==> config.mk <==
export PLATFORM = sky130hd
export DESIGN_NAME = multi_voice_chorus
export DESIGN_NICKNAME = d
export VERILOG_FILES = /design/src/rtl/chorus_pkg.sv /design/src/rtl/chorus_lfsr9.sv /design/src/rtl/multi_voice_chorus.sv
export SDC_FILE = /design/constraint.sdc
export NUM_CORES = 1
export LEC_CHECK = 0
export BUFFER_PORTS_ARGS = -buffer_cell sky130_fd_sc_hd__buf_4
export CAP_MARGIN = 10
export CORE_MARGIN = 3
export CORE_UTILIZATION = 45
export DETAILED_ROUTE_END_ITERATION = 6
export PLACE_DENSITY = 0.58
export SYNTH_ARGS = -nofsm -noshare
export SYNTH_HDL_FRONTEND = slang
export SYNTH_SLANG_ARGS = --single-unit
==> constraint.sdc <==
create_clock -name CLOCK_50 -period 13.6 [get_ports CLOCK_50]
set_input_delay 2.72 -clock CLOCK_50 [delete_from_list [all_inputs] [get_ports CLOCK_50]]
set_output_delay 2.72 -clock CLOCK_50 [all_outputs]
set_load 0.1 [all_outputs]
==> src/rtl/chorus_pkg.sv <==
// chorus_pkg: shared types and helpers for the multi-voice chorus.
// Holds the FSM state enum, LFSR taps, saturation and per-voice seed.
package chorus_pkg;

  typedef enum logic [2:0] {
    S_IDLE,
    S_RD_ADDR,
    S_RD_DATA,
    S_WRITE,
    S_DONE
  } state_t;

  // Feedback taps b8, b6, b4
  localparam logic [8:0] LFSR_TAPS = 9'h150;

  // Clamp a 32-bit signed value into a w-bit signed range
  function automatic logic signed [31:0] sat(
    input logic signed [31:0] x,
    input int                 w
  );
    logic signed [31:0] hi;
    logic signed [31:0] lo;
    hi = (32'sd1 <<< (w - 1)) - 32'sd1;
    lo = -hi - 32'sd1;
    if (x > hi) return hi;
    if (x < lo) return lo;
    return x;
  endfunction

  // Spread the voice seeds apart; an all-zero LFSR would lock up
  function automatic logic [8:0] voice_seed(
    input int seed,
    input int v
  );
    int s;
    s = (seed + 97 * v) % 512;
    if (s == 0) s = 1;
    return s[8:0];
  endfunction

endpackage

==> src/rtl/chorus_lfsr9.sv <==
// chorus_lfsr9: 9-bit Fibonacci LFSR with step enable.
// Ports: clk, reset (sync, high), step; nxt = value after the next step.
module chorus_lfsr9
  import chorus_pkg::*;
#(
  parameter logic [8:0] SEED = 9'd1
) (
  input  logic       clk,
  input  logic       reset,
  input  logic       step,
  output logic [8:0] nxt
);

  logic [8:0] q;
  logic       fb;

  assign fb  = ^(q & LFSR_TAPS);
  assign nxt = {q[7:0], fb};

  always_ff @(posedge clk) begin
    if (reset) begin
      q <= SEED;
    end else if (step) begin
      q <= nxt;
    end
  end

endmodule

==> src/rtl/multi_voice_chorus.sv <==
// multi_voice_chorus: 1..4 LFSR-modulated voices on one external delay RAM.
// In: CLOCK_50, reset, sample_valid, L/R in, wet_gain, spread, mem_rdata.
// Out: L/R out, out_valid, overrun, mem_addr/mem_wdata/mem_we.
module multi_voice_chorus
  import chorus_pkg::*;
#(
  parameter int WIDTH      = 16,
  parameter int VOICES     = 2,
  parameter int DEPTH_LOG2 = 11,
  parameter int BASE_DELAY = 480,
  parameter int MOD_RANGE  = 720,
  parameter int SWEEP_LEN  = 480,
  parameter int SEED       = 123
) (
  input  logic                  CLOCK_50,
  input  logic                  reset,
  input  logic                  sample_valid,
  input  logic [WIDTH-1:0]      leftSampleIn,
  input  logic [WIDTH-1:0]      rightSampleIn,
  input  logic [7:0]            wet_gain,
  input  logic                  spread,
  output logic [WIDTH-1:0]      leftSampleOut,
  output logic [WIDTH-1:0]      rightSampleOut,
  output logic                  out_valid,
  output logic                  overrun,
  output logic [DEPTH_LOG2-1:0] mem_addr,
  output logic [WIDTH-1:0]      mem_wdata,
  output logic                  mem_we,
  input  logic [WIDTH-1:0]      mem_rdata
);

  localparam int VIW = (VOICES > 1) ? $clog2(VOICES) : 1;
  localparam int PW  = WIDTH + 10;
  localparam int DW  = DEPTH_LOG2;

  localparam logic [DW-1:0]  PRIME_MAX  = DW'(BASE_DELAY + MOD_RANGE);
  localparam logic [DW-1:0]  BASE_D     = DW'(BASE_DELAY);
  localparam logic [15:0]    SWEEP_LAST = 16'(SWEEP_LEN - 1);
  localparam logic [VIW-1:0] LAST_V     = VIW'(VOICES - 1);

  state_t state;
  state_t state_n;

  logic [VIW-1:0] voice;
  logic [VIW-1:0] voice_n;

  logic signed [WIDTH-1:0] l_in;
  logic signed [WIDTH-1:0] r_in;
  logic signed [WIDTH-1:0] mono;
  logic signed [WIDTH+1:0] acc_l;
  logic signed [WIDTH+1:0] acc_r;
  logic [DW-1:0]           wr_ptr;
  logic [DW-1:0]           prime_cnt;

  logic [DW-1:0] cur_d     [VOICES];
  logic [DW-1:0] tgt_d     [VOICES];
  logic [15:0]   sweep_cnt [VOICES];
  logic [8:0]    lfsr_nx   [VOICES];
  logic [VOICES-1:0] step;

  logic signed [WIDTH:0]   sum_lr;
  logic signed [WIDTH-1:0] mono_n;
  logic signed [WIDTH+1:0] rd_x;
  logic signed [PW-1:0]    prod_l;
  logic signed [PW-1:0]    prod_r;
  logic signed [31:0]      mix_l;
  logic signed [31:0]      mix_r;
  logic [WIDTH-1:0]        out_l;
  logic [WIDTH-1:0]        out_r;
  logic                    to_l;
  logic                    to_r;
  logic                    primed;

  // New glide target from the freshly stepped LFSR value
  function automatic logic [DW-1:0] target(
    input logic [8:0] s
  );
    logic [31:0] p;
    p = 32'(MOD_RANGE) * {23'd0, s};
    return DW'(32'(BASE_DELAY) + (p >> 9));
  endfunction

  for (genvar v = 0; v < VOICES; v++) begin : g_voice
    chorus_lfsr9 #(
      .SEED (voice_seed(SEED, v))
    ) u_lfsr (
      .clk   (CLOCK_50),
      .reset (reset),
      .step  (step[v]),
      .nxt   (lfsr_nx[v])
    );
  end

  always_comb begin
    step = '0;
    for (int v = 0; v < VOICES; v++) begin
      step[v] = (state == S_DONE) &&
                (sweep_cnt[v] == SWEEP_LAST);
    end
  end

  // Datapath: mono mix, read routing, wet scaling
  always_comb begin
    sum_lr = (WIDTH+1)'($signed(leftSampleIn)) +
             (WIDTH+1)'($signed(rightSampleIn));
    mono_n = WIDTH'(sum_lr >>> 1);
    rd_x   = (WIDTH+2)'($signed(mem_rdata));
    // A lone voice feeds both sides even in spread mode
    to_l   = !spread || (VOICES == 1) || !voice[0];
    to_r   = !spread || (VOICES == 1) || voice[0];
    primed = (prime_cnt == PRIME_MAX);
    prod_l = PW'(acc_l) * PW'($signed({1'b0, wet_gain}));
    prod_r = PW'(acc_r) * PW'($signed({1'b0, wet_gain}));
    mix_l  = 32'(l_in) +
             (primed ? 32'(prod_l >>> 8) : 32'sd0);
    mix_r  = 32'(r_in) +
             (primed ? 32'(prod_r >>> 8) : 32'sd0);
    out_l  = WIDTH'(sat(mix_l, WIDTH));
    out_r  = WIDTH'(sat(mix_r, WIDTH));
  end

  always_comb begin
    state_n = state;
    voice_n = voice;
    unique case (state)
      S_IDLE: begin
        voice_n = '0;
        if (sample_valid) state_n = S_RD_ADDR;
      end
      S_RD_ADDR: state_n = S_RD_DATA;
      S_RD_DATA: begin
        if (voice == LAST_V) begin
          state_n = S_WRITE;
        end else begin
          voice_n = voice + VIW'(1);
          state_n = S_RD_ADDR;
        end
      end
      S_WRITE: state_n = S_DONE;
      S_DONE:  state_n = S_IDLE;
      default: state_n = S_IDLE;
    endcase
  end

  // Memory port; reset forces a quiet bus in the same cycle
  always_comb begin
    mem_addr  = '0;
    mem_wdata = '0;
    mem_we    = 1'b0;
    if (!reset) begin
      unique case (state)
        S_RD_ADDR: mem_addr = wr_ptr - cur_d[voice];
        S_WRITE: begin
          mem_addr  = wr_ptr;
          mem_wdata = mono;
          mem_we    = 1'b1;
        end
        default: ;
      endcase
    end
  end

  assign overrun = sample_valid && !reset &&
                   (state != S_IDLE);

  always_ff @(posedge CLOCK_50) begin
    if (reset) begin
      state          <= S_IDLE;
      voice          <= '0;
      l_in           <= '0;
      r_in           <= '0;
      mono           <= '0;
      acc_l          <= '0;
      acc_r          <= '0;
      wr_ptr         <= '0;
      prime_cnt      <= '0;
      leftSampleOut  <= '0;
      rightSampleOut <= '0;
      out_valid      <= 1'b0;
      for (int v = 0; v < VOICES; v++) begin
        cur_d[v]     <= BASE_D;
        tgt_d[v]     <= BASE_D;
        sweep_cnt[v] <= '0;
      end
    end else begin
      state     <= state_n;
      voice     <= voice_n;
      out_valid <= 1'b0;
      unique case (state)
        S_IDLE: begin
          acc_l <= '0;
          acc_r <= '0;
          if (sample_valid) begin
            l_in <= $signed(leftSampleIn);
            r_in <= $signed(rightSampleIn);
            mono <= mono_n;
          end
        end
        S_RD_DATA: begin
          if (to_l) acc_l <= acc_l + rd_x;
          if (to_r) acc_r <= acc_r + rd_x;
        end
        S_WRITE: begin
          wr_ptr <= wr_ptr + DW'(1);
          if (!primed) prime_cnt <= prime_cnt + DW'(1);
          leftSampleOut  <= out_l;
          rightSampleOut <= out_r;
          out_valid      <= 1'b1;
        end
        S_DONE: begin
          for (int v = 0; v < VOICES; v++) begin
            if (cur_d[v] < tgt_d[v]) begin
              cur_d[v] <= cur_d[v] + DW'(1);
            end else if (cur_d[v] > tgt_d[v]) begin
              cur_d[v] <= cur_d[v] - DW'(1);
            end
            if (step[v]) begin
              sweep_cnt[v] <= '0;
              tgt_d[v]     <= target(lfsr_nx[v]);
            end else begin
              sweep_cnt[v] <= sweep_cnt[v] + 16'd1;
            end
          end
        end
        default: ;
      endcase
    end
  end

endmodule

==> results of run 1 <==
## flip-flops by register name, summed over array words and instances (netlist names), named ones only
register,flops
prime_cnt,11
out_valid,1
g_voice.u_lfsr.q,18
voice,1
r_in,16
acc_l,18
state,3
rightSampleOut,16
mono,16
tgt_d,22
leftSampleOut,16
acc_r,18
l_in,16
sweep_cnt,32
cur_d,22
wr_ptr,11
## cells by family (layout without fill, tap and decap cells)
group / count (synthesis) / after routing
fa+ha+maj: 532 / 532
flops: 238 / 238
compound gates: 513 / 513
mux: 13 / 13
xor+xnor: 175 / 175
buf+inv: 506 / 591
simple gates: 1069 / 1069
## path summary, 6_finish.rpt
| check | cells after the start | slack [ns] | to |
|---|---|---|---|
| min | 2 | 0.45 | mono[6] |
| min reg2reg | 2 | 0.45 | mono[6] |
| max | 31 | 3.90 | leftSampleOut[4] |
| max reg2reg | 30 | 5.82 | leftSampleOut[4] |
## cells in the final DEF (no fill, tap or decap), drive strengths merged, types with 76 or more instances in the layout
cell type and n:
edfxtp 76, o21ai 92, a21oi 159, fa 253, and2 183, buf 133
nand2 369, inv 404, nor2 235, xnor2 109, dfxtp 162, ha 279
## metrics by stage
step	setup slack (ns)	hold WS (ns)	utilization (%)
6_report	3.90	0.449	50.5
3_5_place_dp	3.33	0.444	48.7
3_3_place_gp	3.40	0.434	48.7
5_1_grt	3.24	0.471	50.5
4_1_cts	3.93	0.452	50.5
2_1_floorplan	3.85	0.427	-
## worst min-delay path: stages (launching register included)
cell and delay, ns:
dfxtp_1 0.31, nand2_1 0.05, a21oi_1 0.05
## power groups by stage
stage | registers [mW] | clock network [mW] | logic (mW)
5_1_grt | 0.783 | 0.895 | 0.331
6_report | 0.780 | 0.841 | 0.295
3_5_place_dp | 0.795 | 0 | 0.295
4_1_cts | 0.780 | 0.864 | 0.297
2_1_floorplan | 0.794 | 0 | 0.204
3_3_place_gp | 0.794 | 0 | 0.289
## layer usage
metal	wire (microns)	vias to the layer above	global-route usage (%)	share of wire (%)
met3	2280	104	2.30	3.5
met1	28000	10264	26.7	43
li1	-	10233	-	-
met2	33500	354	39.3	51
met5	0	-	0	0
met4	1760	0	5.78	2.7
## area by class of cell
class	instances	share of cell area [%]
clock buffer	43	3.33
clock inverter	15	0.344
inverter	400	5.22
multi-input combinational	2302	65.1
sequential	238	19.2
tap	756	3.29
timing repair buffer	133	3.47
==> Implementation_results.wiki, run 1 <==
{| class="wikitable"
! Metric !! Value
|-
| Outcome || complete, no violations
|-
| Number of cells in the design after placement || approximately 3800
|-
| Avg Cell Area, Syn || roughly 8.6 sq um
|-
| Final std cell area, no fill || 28800 sq um
|-
| Worst slew pin tran || 1.18 ns
|-
| Area of the multi-input gates || about 19000 sq um
|-
| Total half-perimeter wirelength after legalization and detailed placement || around 51000 microns
|-
| Maximum clock skew at final layout || between 0.02 and 0.025 ns
|-
| Placed standard-cell area || approximately 28000 sq um
|-
| Cell internal pwr || about 1.4 mW
|-
| Cell family with the largest share of critical-path delay || compound AO/OA/AOI/OAI gates
|-
| Initial antenna violation count || 0
|-
| Standard cell core area || between 50000 and 60000 sq um
|-
| Synthesis-to-finish area growth || 9.91%
|-
| Post-CTS resize count || 0
|-
| Cell with the most instances after synthesis || inv_1
|-
| Number of optimization iterations in the first detailed-route pass || 5
|-
| Wire length of the first global-routing pass || approximately 110000 microns
|-
| Nets || ~3700
|-
| Number of DRC violations after detailed-routing iteration 0 || 811
|-
| Largest buffer count on any clock path || 3
|-
| Main combinational cell family by area after synthesis || adder cells
|-
| Number of storage elements in the synthesis netlist || 238
|-
| CP Buf/Inv Count || 4
|-
| Critical path arrival || 10.22 ns
|-
| Arithmetic-cell share of the synthesized area counting full adders, half adders and majority gates || around a third
|-
| Total net switching power || approximately 0.56 mW
|-
| Share of the yosys chip area belonging to registers || about a fifth
|-
| Final Routed Wirelength || 65500 microns
|-
| Number of buffers created by CTS || 31
|-
| Count of synthesis-stage warnings from yosys || 0
|-
| Leading post-synthesis cells by instance count || 400 x inv_1, 369 x nand2_1, 279 x ha_1
|-
| Gate count after technology mapping || 3046
|-
| Level count of the clock H-tree || 1
|-
| Via count of the first global-routing pass || between 20000 and 25000
|-
| RSZ-0062 raised after global routing || false
|-
| Skew-Pair Late Insertion Delay || roughly 0.6 ns
|-
| Number of rows in the core area || slightly below 90
|-
| Grt ovf || 0
|-
| Top cells by area in the synthesized netlist || fa_1 19%, ha_1 13%, dfxtp_1 12%
|-
| Critical path endpoint category || register
|-
| Part of the power in combinational logic || about 15%
|-
| Post-route minimum period || a little under 10 ns
|-
| Die width || roughly 250 microns
|-
| Source of the worst register-to-register timing path || acc_l[9]
|-
| Fraction of synthesized cell area taken by the top area cell type || about a fifth
|-
| Final Instance Count excl. Fillers || 3887
|-
| Total power || approximately 1.9 mW
|-
| Clock network fraction of design power || 43.9%
|-
| Number of antenna-violating nets in the routed design || 0
|-
| Fraction of synthesized area in multiplexers || less than 1%
|-
| Post-CTS repair timing setup buffer count || 0
|-
| CP Launch Type || primary input
|-
| Peak fanout along the critical path || 36
|-
| I/O pin cnt || approximately 120
|-
| Largest area contributor in the synthesized netlist || fa_1
|-
| Fraction of the mapped netlist area in compound gates || between 10 and 15%
|-
| Synth Area in Simple Gates || 19.6%
|-
| Post-synth net total || between 3000 and 4000
|-
| Number of flops mapped to enable cells by yosys || between 70 and 80
|-
| Area taken by flip-flops and latches || approximately 5500 sq um
|-
| Filler cell count in the final layout || about 5400
|-
| Crit path top cell by count || fa_1
|-
| Max-Cap Viols || 0
|-
| PwrDens || 66.6 nW/um^2
|-
| DR vias || ~21000
|-
| Final TNS setup || 0 ns
|-
| Switching Share || between 20% and 30%
|-
| Share of post-route cells with drive strength above 1 || under 10%
|-
| I/O Buffers || roughly 120
|-
| Routed len/inst || around 17 microns
|-
| Ant diodes || 0
|-
| Die outline area || approximately 61000 sq um
|-
| CP peak stage delay || ~0.56 ns
|-
| Xor/xnor cell area share of the yosys netlist || ~5.9%
|-
| VDD IR max || between 0.00009 and 0.0001 V
|-
| Root Buffer Master || clkbuf_16
|-
| Ratio of final minimum period to clock period || 71.3%
|-
| Async set-reset flop share out of synthesis || 0%
|-
| Synth cell types || 78
|-
| Clock-pin slew on the worst setup and hold paths || 0.06 ns
|-
| WP data required || between 10 and 15 ns
|-
| Max-slew violation count || 0
|-
| Sequential share of power || about two fifths
|-
| Classification of the worst-slack hold path || reg2reg
|-
| Post-synthesis instance area || approximately 26000 sq um
|-
| Hold-fix buffers at CTS || 0
|-
| DRC violation count after routing || 0
|-
| Vias per cell || 5.39
|-
| Timing-limited maximum frequency || 0.103 GHz
|-
| Worst setup path class || in2reg
|-
| Final hold violation count || 0
|-
| Hold Startpoint || mono[6]
|-
| Initial Util || a little under half
|-
| Pin count of the biggest net entering global routing || 70
|-
| Most common flop cell mapped by yosys || dfxtp_1
|-
| Die outline height || between 200 and 250 microns
|-
| Global-route usage over all layers || between 20% and 30%
|-
| Count of endpoints failing setup in the final report || 0
|-
| Slowest library cell on the worst path || fa_1
|-
| Worst setup path startpoint || wet_gain[2]
|-
| Slew headroom || about a fifth
|-
| Clock tree from TritonCTS || yes
|-
| Final GP Congestion || 0.883
|-
| Pleak || 13.7 nW
|-
| Number of clock sinks seen by CTS || 238
|}
(Power assumes the default switching activity.)
==> run 2: changes to the inputs <==
- PLACE_DENSITY: 0.58 -> 0.61
- clock period: 13.6 -> 7.9 ns (I/O delays scaled with it)
==> run 2 against run 1 <==
Compared with the run above: power rose by 75%; clock skew fell by 0.0082 ns; via count rose by 3.9%.
==> Implementation_results.wiki, run 2 (synthesis results as in run 1) <==
{| class="wikitable"
! Metric !! Value
|-
| Outcome || complete, no violations
|-
| Commonest cells after routing, fill and taps aside || 392 x inv_1, 360 x nand2_1, 330 x buf_4
|-
| Maximum clock skew at final layout || 0.0147 ns (-0.00819 ns)
|-
| Grt ovf || 0 (unchanged)
|-
| Final GP Congestion || 0.906 (+2.7%)
|-
| Classification of the worst-slack hold path || reg2reg
|-
| Source of the worst register-to-register timing path || acc_r[7]
|-
| Standard cell core area || 56900 sq um (unchanged)
|-
| CP Buf/Inv Count || 10 (+6)
|-
| PwrDens || 107 nW/um^2 (+61%)
|-
| I/O Buffers || 121 (unchanged)
|-
| Pin count of the biggest net entering global routing || 62 (-11%)
|-
| Flip-flop count of the largest register after layout || 32 (unchanged)
|-
| Most frequent standard cell in the layout excluding fill and tap cells || inv_1
|-
| Total half-perimeter wirelength after legalization and detailed placement || 53400 microns (+4.9%)
|-
| VDD IR max || 0.000166 V (+83%)
|-
| FF-to-FF setup slack || 0.77 ns (-5.05 ns)
|-
| Largest registers in the final layout || sweep_cnt: 32 flops, cur_d: 22 flops, tgt_d: 22 flops
|-
| Number of buffers created by CTS || 31 (unchanged)
|-
| Worst slew pin tran || 1.08 ns (-0.0998 ns)
|-
| Vias per cell || 5.31 (-1.5%)
|-
| Worst setup endpoint || rightSampleOut[1]
|-
| Die outline area || 61100 sq um (unchanged)
|-
| Number of antenna-violating nets in the routed design || 0 (unchanged)
|-
| CP Launch Type || primary input
|-
| DRC violation count after routing || 0 (unchanged)
|-
| Share of post-route cells with drive strength above 1 || 15.8% (+8.8 points)
|-
| Via count of the first global-routing pass || 21772 (+2.7%)
|-
| Number of DRC violations after detailed-routing iteration 0 || 1094 (+35%)
|-
| Pleak || 15.0 nW (+9.1%)
|-
| Max-Cap Viols || 0 (unchanged)
|-
| Logic depth of the worst path, buffers included || 34 (+9.7%)
|-
| Slowest library cell on the worst path || fa_1
|-
| Number of optimization iterations in the first detailed-route pass || 5 (unchanged)
|-
| Timing-limited maximum frequency || about 0.13 GHz
|-
| Synthesis-to-finish area growth || 19.2%
|-
| Number of rows in the core area || 87 (unchanged)
|-
| Slew headroom || 28.0% (+6.7 points)
|-
| Worst setup path class || in2reg
|-
| Number of clock sinks seen by CTS || 238 (unchanged)
|-
| Post-route minimum period || slightly below 8 ns
|-
| Worst setup path startpoint || wet_gain[3]
|-
| Cell family with the largest share of critical-path delay || adder cells
|-
| Die width || 247 microns (unchanged)
|-
| Crit path top cell by count || buf_4
|-
| Ant diodes || 0 (unchanged)
|-
| Depth of the most critical reg-to-reg path || 31 (+3.3%)
|-
| Hold-fix buffers at CTS || 0 (unchanged)
|-
| WP data required || 8.34 ns (-5.79 ns)
|-
| Final Routed Wirelength || 68100 microns (+4.0%)
|-
| Register ranked first by flip-flop count || sweep_cnt
|-
| Max-slew violation count || 0 (unchanged)
|-
| Initial Util || 46.0% (unchanged)
|-
| Pre-CTS WS || -0.528 ns (-3.85 ns)
|-
| Reg-to-reg endpoint || rightSampleOut[1]
|-
| CP peak stage delay || 0.54 ns (-0.02 ns)
|-
| Level count of the clock H-tree || 1 (unchanged)
|-
| Critical path arrival || 8.16 ns (-2.06 ns)
|-
| Total power || 3.35 mW (+75%)
|-
| Post-route worst setup slack || 0.178 ns (-3.73 ns)
|-
| Root Buffer Master || clkbuf_16
|-
| Clock-pin slew on the worst setup and hold paths || 0.06 ns (about the same)
|-
| Largest buffer count on any clock path || 3 (unchanged)
|-
| Wire length of the first global-routing pass || 111000 microns (+3.2%)
|-
| Peak fanout along the critical path || 14 (-61%)
|-
| Final hold violation count || 0 (unchanged)
|-
| I/O pin cnt || 122 (unchanged)
|-
| Count of endpoints failing setup in the final report || 0 (unchanged)
|-
| Ratio of final minimum period to clock period || a little over nine tenths
|-
| Clock tree from TritonCTS || yes
|-
| Die outline height || 247 microns (unchanged)
|-
| Skew-Pair Late Insertion Delay || 0.58 ns (-0.02 ns)
|-
| Filler cell count in the final layout || 5219 (-3.4%)
|-
| Nets || 3914 (+5.8%)
|-
| Routed len/inst || 16.6 microns (-1.4%)
|-
| Global-route usage over all layers || 22.1% (+0.66 points)
|-
| Initial antenna violation count || 1 (+1)
|-
| RSZ-0062 raised after global routing || true
|-
| Critical path endpoint category || register
|-
| DR vias || 21778 (+3.9%)
|}
run 2: cell count changes in the layout (fill, tap and decap cells not counted), moves of 8 or more:
cell	change
inv_1	-8
inv_2	+8
a21oi_1	-12
a21oi_2	+10
ha_4	+8
nand2_1	-9
ha_1	-8
buf_12	+10
buf_4	+197
a211oi_1	-16
a211oi_2	+15
o21ai_0	-9
run 2: per-stage QoR:
stage	hold slack (ns)	utilization (%)	std cells	cell area, sq um	setup TNS (ns)
floorplan	0.427	-	3046	26400	-0.143
global placement	0.437	51.7	4024	29400	-11.30
detailed placement	0.442	51.7	4024	29400	-14.56
CTS	0.450	53.5	4079	30500	0
global route	0.477	54.8	4100	31200	-2.40
finish	0.450	54.8	4100	31200	0
run 2: report_power, final:
part           switching (mW)  internal [mW]  leakage (nW)
combinational           0.342          0.242          12.4
sequential             0.0455           1.30          2.05
clock                   0.573          0.849         0.510
total                   0.961           2.39          15.0
run 2: worst min-delay path, delay by kind of cell (launching register included):
family,cells,cell delay (ns)
simple gates,1,0.05
compound gates,1,0.05
flops,1,0.30
run 2: worst min path at each step:
stage / slack [ns] / cells past startpoint / startpoint / endpoint
2_1_floorplan: 0.43 / 2 / mono[10] / mono[10]
3_3_place_gp: 0.44 / 2 / mono[5] / mono[5]
3_5_place_dp: 0.44 / 2 / mono[5] / mono[5]
4_1_cts: 0.45 / 2 / mono[5] / mono[5]
5_1_grt: 0.48 / 2 / mono[11] / mono[11]
6_report: 0.45 / 2 / mono[5] / mono[5]
run 2: area by class of cell:
| class | instances | area [sq um] | share of cell area [%] |
|---|---|---|---|
| tap | 756 | 946 | 3.03 |
| multi-input combinational | 2302 | 19300 | 61.9 |
| sequential | 238 | 5530 | 17.7 |
| clock inverter | 17 | 158 | 0.505 |
| inverter | 400 | 1500 | 4.81 |
| clock buffer | 38 | 875 | 2.80 |
| timing repair buffer | 349 | 2890 | 9.26 |
run 2: layer usage:
| layer | routed length [microns] | track usage, % | up-vias |
|---|---|---|---|
| met4 | 1270 | 4.61 | 2 |
| met5 | 12 | 0 | - |
| met3 | 3330 | 3.13 | 87 |
| met1 | 31800 | 31.2 | 10579 |
| met2 | 31800 | 36.1 | 423 |
| li1 | - | - | 10687 |
run 2: timing repair:
item / in CTS / in global routing
endpoints found under the setup margin: 0 / 31
gates resized for setup: 0 / 116
buffers inserted: 0 / 17
==> run 3: changes to the inputs <==
==> constraint.sdc (replaced) <==
create_clock -name CLOCK_50 -period 7.9 [get_ports CLOCK_50]
set_input_delay 1.58 -clock CLOCK_50 [delete_from_list [all_inputs] [get_ports CLOCK_50]]
set_output_delay 1.58 -clock CLOCK_50 [all_outputs]
set_load 0.05 [all_outputs]
==> run 3 against run 2 <==
Compared with the run above: non-clock buffer count shrank 11; clock power about the same; register-to-register slack worse by 0.03 ns; clock skew about the same; maximum frequency is 1.5% lower; worst setup slack worse by 0.12 ns; sequential power barely moved; design area shrank 0.75%; first-iteration DRC count rose by 8.4%; worst hold slack lost 0.0019 ns; core utilization decreased by 0.41 points; final cell count shrank 0.12%; largest power group unchanged.
==> Implementation_results.wiki, run 3 (synthesis results as in run 1) <==
{| class="wikitable"
! Metric !! Value
|-
| Clock-pin slew on the worst setup and hold paths || 0.06 ns (about the same)
|-
| Cell internal pwr || 2.39 mW (-0.16%)
|-
| Number of cells in the design after placement || 4024 (unchanged)
|-
| Total half-perimeter wirelength after legalization and detailed placement || 53800 microns (+0.67%)
|-
| Pin count of the biggest net entering global routing || 62 (unchanged)
|-
| Root Buffer Master || clkbuf_16
|-
| Pre-CTS WS || -0.533 ns (-0.00487 ns)
|-
| Number of DRC violations after detailed-routing iteration 0 || 1186 (+8.4%)
|-
| DRC violation count after routing || 0 (unchanged)
|-
| WP data required || 8.35 ns (about the same)
|-
| I/O Buffers || 121 (unchanged)
|-
| Slew headroom || 26.9% (-1.1 points)
|-
| Cell depth of the worst hold path || 2 (unchanged)
|-
| Count of endpoints failing setup in the final report || 0 (unchanged)
|-
| PwrDens || 108 nW/um^2 (+0.57%)
|-
| Cell family with the largest share of critical-path delay || adder cells
|-
| Final Instance Count excl. Fillers || 4095 (-0.12%)
|-
| Largest registers in the final layout || sweep_cnt: 32 flops, cur_d: 22 flops, tgt_d: 22 flops
|-
| Endpoint of the worst hold path || mono[5]
|-
| Hold Startpoint || mono[5]
|-
| Standard cell core area || 56900 sq um (unchanged)
|-
| Skew-Pair Late Insertion Delay || 0.54 ns (-0.04 ns)
|-
| Critical path arrival || 8.28 ns (+0.12 ns)
|-
| Ratio of final minimum period to clock period || 99.2% (+1.5 points)
|-
| Die outline height || 247 microns (unchanged)
|-
| Final hold violation count || 0 (unchanged)
|-
| Global-route usage over all layers || 22.3% (+0.20 points)
|-
| Via count of the first global-routing pass || 22097 (+1.5%)
|-
| Number of antenna-violating nets in the routed design || 0 (unchanged)
|-
| Max-slew violation count || 0 (unchanged)
|-
| Final core utilization || 54.4% (-0.41 points)
|-
| Flip-flop count of the largest register after layout || 32 (unchanged)
|-
| CP peak stage delay || 0.56 ns (+0.02 ns)
|-
| FF-to-FF setup slack || 0.74 ns (-0.03 ns)
|-
| Initial antenna violation count || 1 (unchanged)
|-
| Slowest library cell on the worst path || fa_1
|-
| Commonest cells after routing, fill and taps aside || 397 x inv_1, 364 x nand2_1, 322 x buf_4
|-
| Grt ovf || 0 (unchanged)
|-
| Most frequent standard cell in the layout excluding fill and tap cells || inv_1
|-
| Placed standard-cell area || 29400 sq um (unchanged)
|-
| Timing-limited maximum frequency || 0.128 GHz (-1.5%)
|-
| DR vias || 21877 (+0.45%)
|-
| Number of optimization iterations in the first detailed-route pass || 5 (unchanged)
|-
| Sequential share of power || 40.2% (about the same)
|-
| CP Buf/Inv Count || 8 (-2)
|-
| VDD IR max || 0.000162 V (-2.7%)
|-
| Classification of the worst-slack hold path || reg2reg
|-
| Routed len/inst || 16.6 microns (-0.17%)
|-
| Critical path endpoint category || register
|-
| Final GP Congestion || 0.905 (-0.11%)
|-
| Number of rows in the core area || 87 (unchanged)
|-
| Die outline area || 61100 sq um (unchanged)
|-
| I/O pin cnt || 122 (unchanged)
|-
| Post-route worst setup slack || 0.0615 ns (-0.116 ns)
|-
| Synthesis-to-finish area growth || 18.4%
|-
| Final std cell area, no fill || 31000 sq um (-0.75%)
|-
| Filler cell count in the final layout || 5228 (+0.17%)
|-
| Share of post-route cells with drive strength above 1 || 15.0% (-0.78 points)
|-
| Max-Cap Viols || 0 (unchanged)
|-
| Largest buffer count on any clock path || 3 (unchanged)
|-
| Clock tree from TritonCTS || yes
|-
| Post-route minimum period || 7.84 ns (+0.116 ns)
|-
| Die width || 247 microns (unchanged)
|-
| Reg-to-reg endpoint || rightSampleOut[6]
|-
| Clock network fraction of design power || 43.2% (+0.8 points)
|-
| Level count of the clock H-tree || 2 (+1)
|-
| Crit path top cell by count || fa_1
|-
| Worst setup path class || in2reg
|-
| Wire length of the first global-routing pass || 111000 microns (+0.46%)
|-
| Worst slew pin tran || 1.09 ns (+0.0166 ns)
|-
| Source of the worst register-to-register timing path || acc_r[6]
|-
| Part of the power in combinational logic || 16.6% (-0.8 points)
|-
| Maximum clock skew at final layout || 0.0151 ns (+0.000368 ns)
|-
| Nets || 3906 (-0.20%)
|-
| Ant diodes || 0 (unchanged)
|-
| Initial Util || 46.0% (unchanged)
|-
| Vias per cell || 5.34 (+0.58%)
|-
| Switching Share || 28.7% (about the same)
|-
| Register ranked first by flip-flop count || sweep_cnt
|-
| Total net switching power || 0.959 mW (-0.23%)
|-
| Number of clock sinks seen by CTS || 238 (unchanged)
|-
| Final TNS setup || 0 ns (unchanged)
|-
| Number of buffers created by CTS || 34 (+9.7%)
|-
| CP Launch Type || primary input
|-
| Peak fanout along the critical path || 23 (+9)
|-
| Pleak || 14.9 nW (-0.54%)
|-
| Final Routed Wirelength || 67900 microns (-0.30%)
|-
| Outcome || complete, no violations
|-
| RSZ-0062 raised after global routing || true
|-
| Depth of the most critical reg-to-reg path || 31 (unchanged)
|}
run 3: changes by cell type in the layout (fill, tap and decap cells not counted), moves of 3 or more:
| cell | before | now |
|---|---|---|
| buf_16 | 3 | 0 |
| buf_4 | 330 | 322 |
| buf_6 | 0 | 3 |
| clkbuf_1 | 2 | 5 |
| fa_1 | 249 | 252 |
| fa_2 | 4 | 1 |
| ha_1 | 271 | 274 |
| ha_4 | 8 | 5 |
| inv_1 | 392 | 397 |
| inv_2 | 8 | 3 |
| nand2_1 | 360 | 364 |
| nand2_2 | 6 | 3 |
run 3: cell type report:
type,count,area [sq um],area share [%]
tap,756,946,3.05
inverter,400,1500,4.85
clock inverter,17,111,0.359
clock buffer,44,950,3.07
multi-input combinational,2302,19200,62.1
sequential,238,5530,17.8
timing repair buffer,338,2720,8.77
run 3: worst max path at each step:
| stage | startpoint | to | slack (ns) | cells past startpoint |
|---|---|---|---|---|
| after CTS | wet_gain[5] | rightSampleOut[1] | 0.03 | 31 |
| after detailed placement | wet_gain[1] | leftSampleOut[13] | -0.53 | 29 |
| after global routing | wet_gain[5] | rightSampleOut[6] | -0.21 | 32 |
| final | wet_gain[5] | rightSampleOut[6] | 0.06 | 32 |
| after global placement | wet_gain[2] | rightSampleOut[2] | -0.42 | 31 |
| after floorplan | wet_gain[0] | leftSampleOut[6] | -0.01 | 33 |
run 3: what timing repair did:
action,in CTS,in global routing
cloned,0,2
hold buffers,0,0
endpoints found under the setup margin,2,30
gates resized for setup,3,82
buffers inserted,1,7
pin swaps,1,29
run 3: tightest hold or removal path: stages (launching register included):
cell	delay, ns
dfxtp_1	0.30
nand2_1	0.05
a21oi_1	0.05
run 3: per-layer routing:
metal	track usage (%)	routed length [microns]
met2	36.7	32000
met5	0	9
met3	3.50	2970
met4	5.37	1320
met1	30.8	31600
run 3: metrics by stage:
stage | total power, mW | hold WS [ns]
2_1_floorplan | 1.71 | 0.427
6_report | 3.35 | 0.448
3_3_place_gp | 1.89 | 0.437
4_1_cts | 3.37 | 0.448
3_5_place_dp | 1.91 | 0.440
5_1_grt | 3.50 | 0.473
run 3: power groups by stage:
stage | logic, mW | registers [mW] | clock network, mW
4_1_cts | 0.540 | 1.35 | 1.48
2_1_floorplan | 0.355 | 1.36 | 0
3_5_place_dp | 0.536 | 1.37 | 0
6_report | 0.555 | 1.35 | 1.44
3_3_place_gp | 0.522 | 1.37 | 0
5_1_grt | 0.617 | 1.35 | 1.53
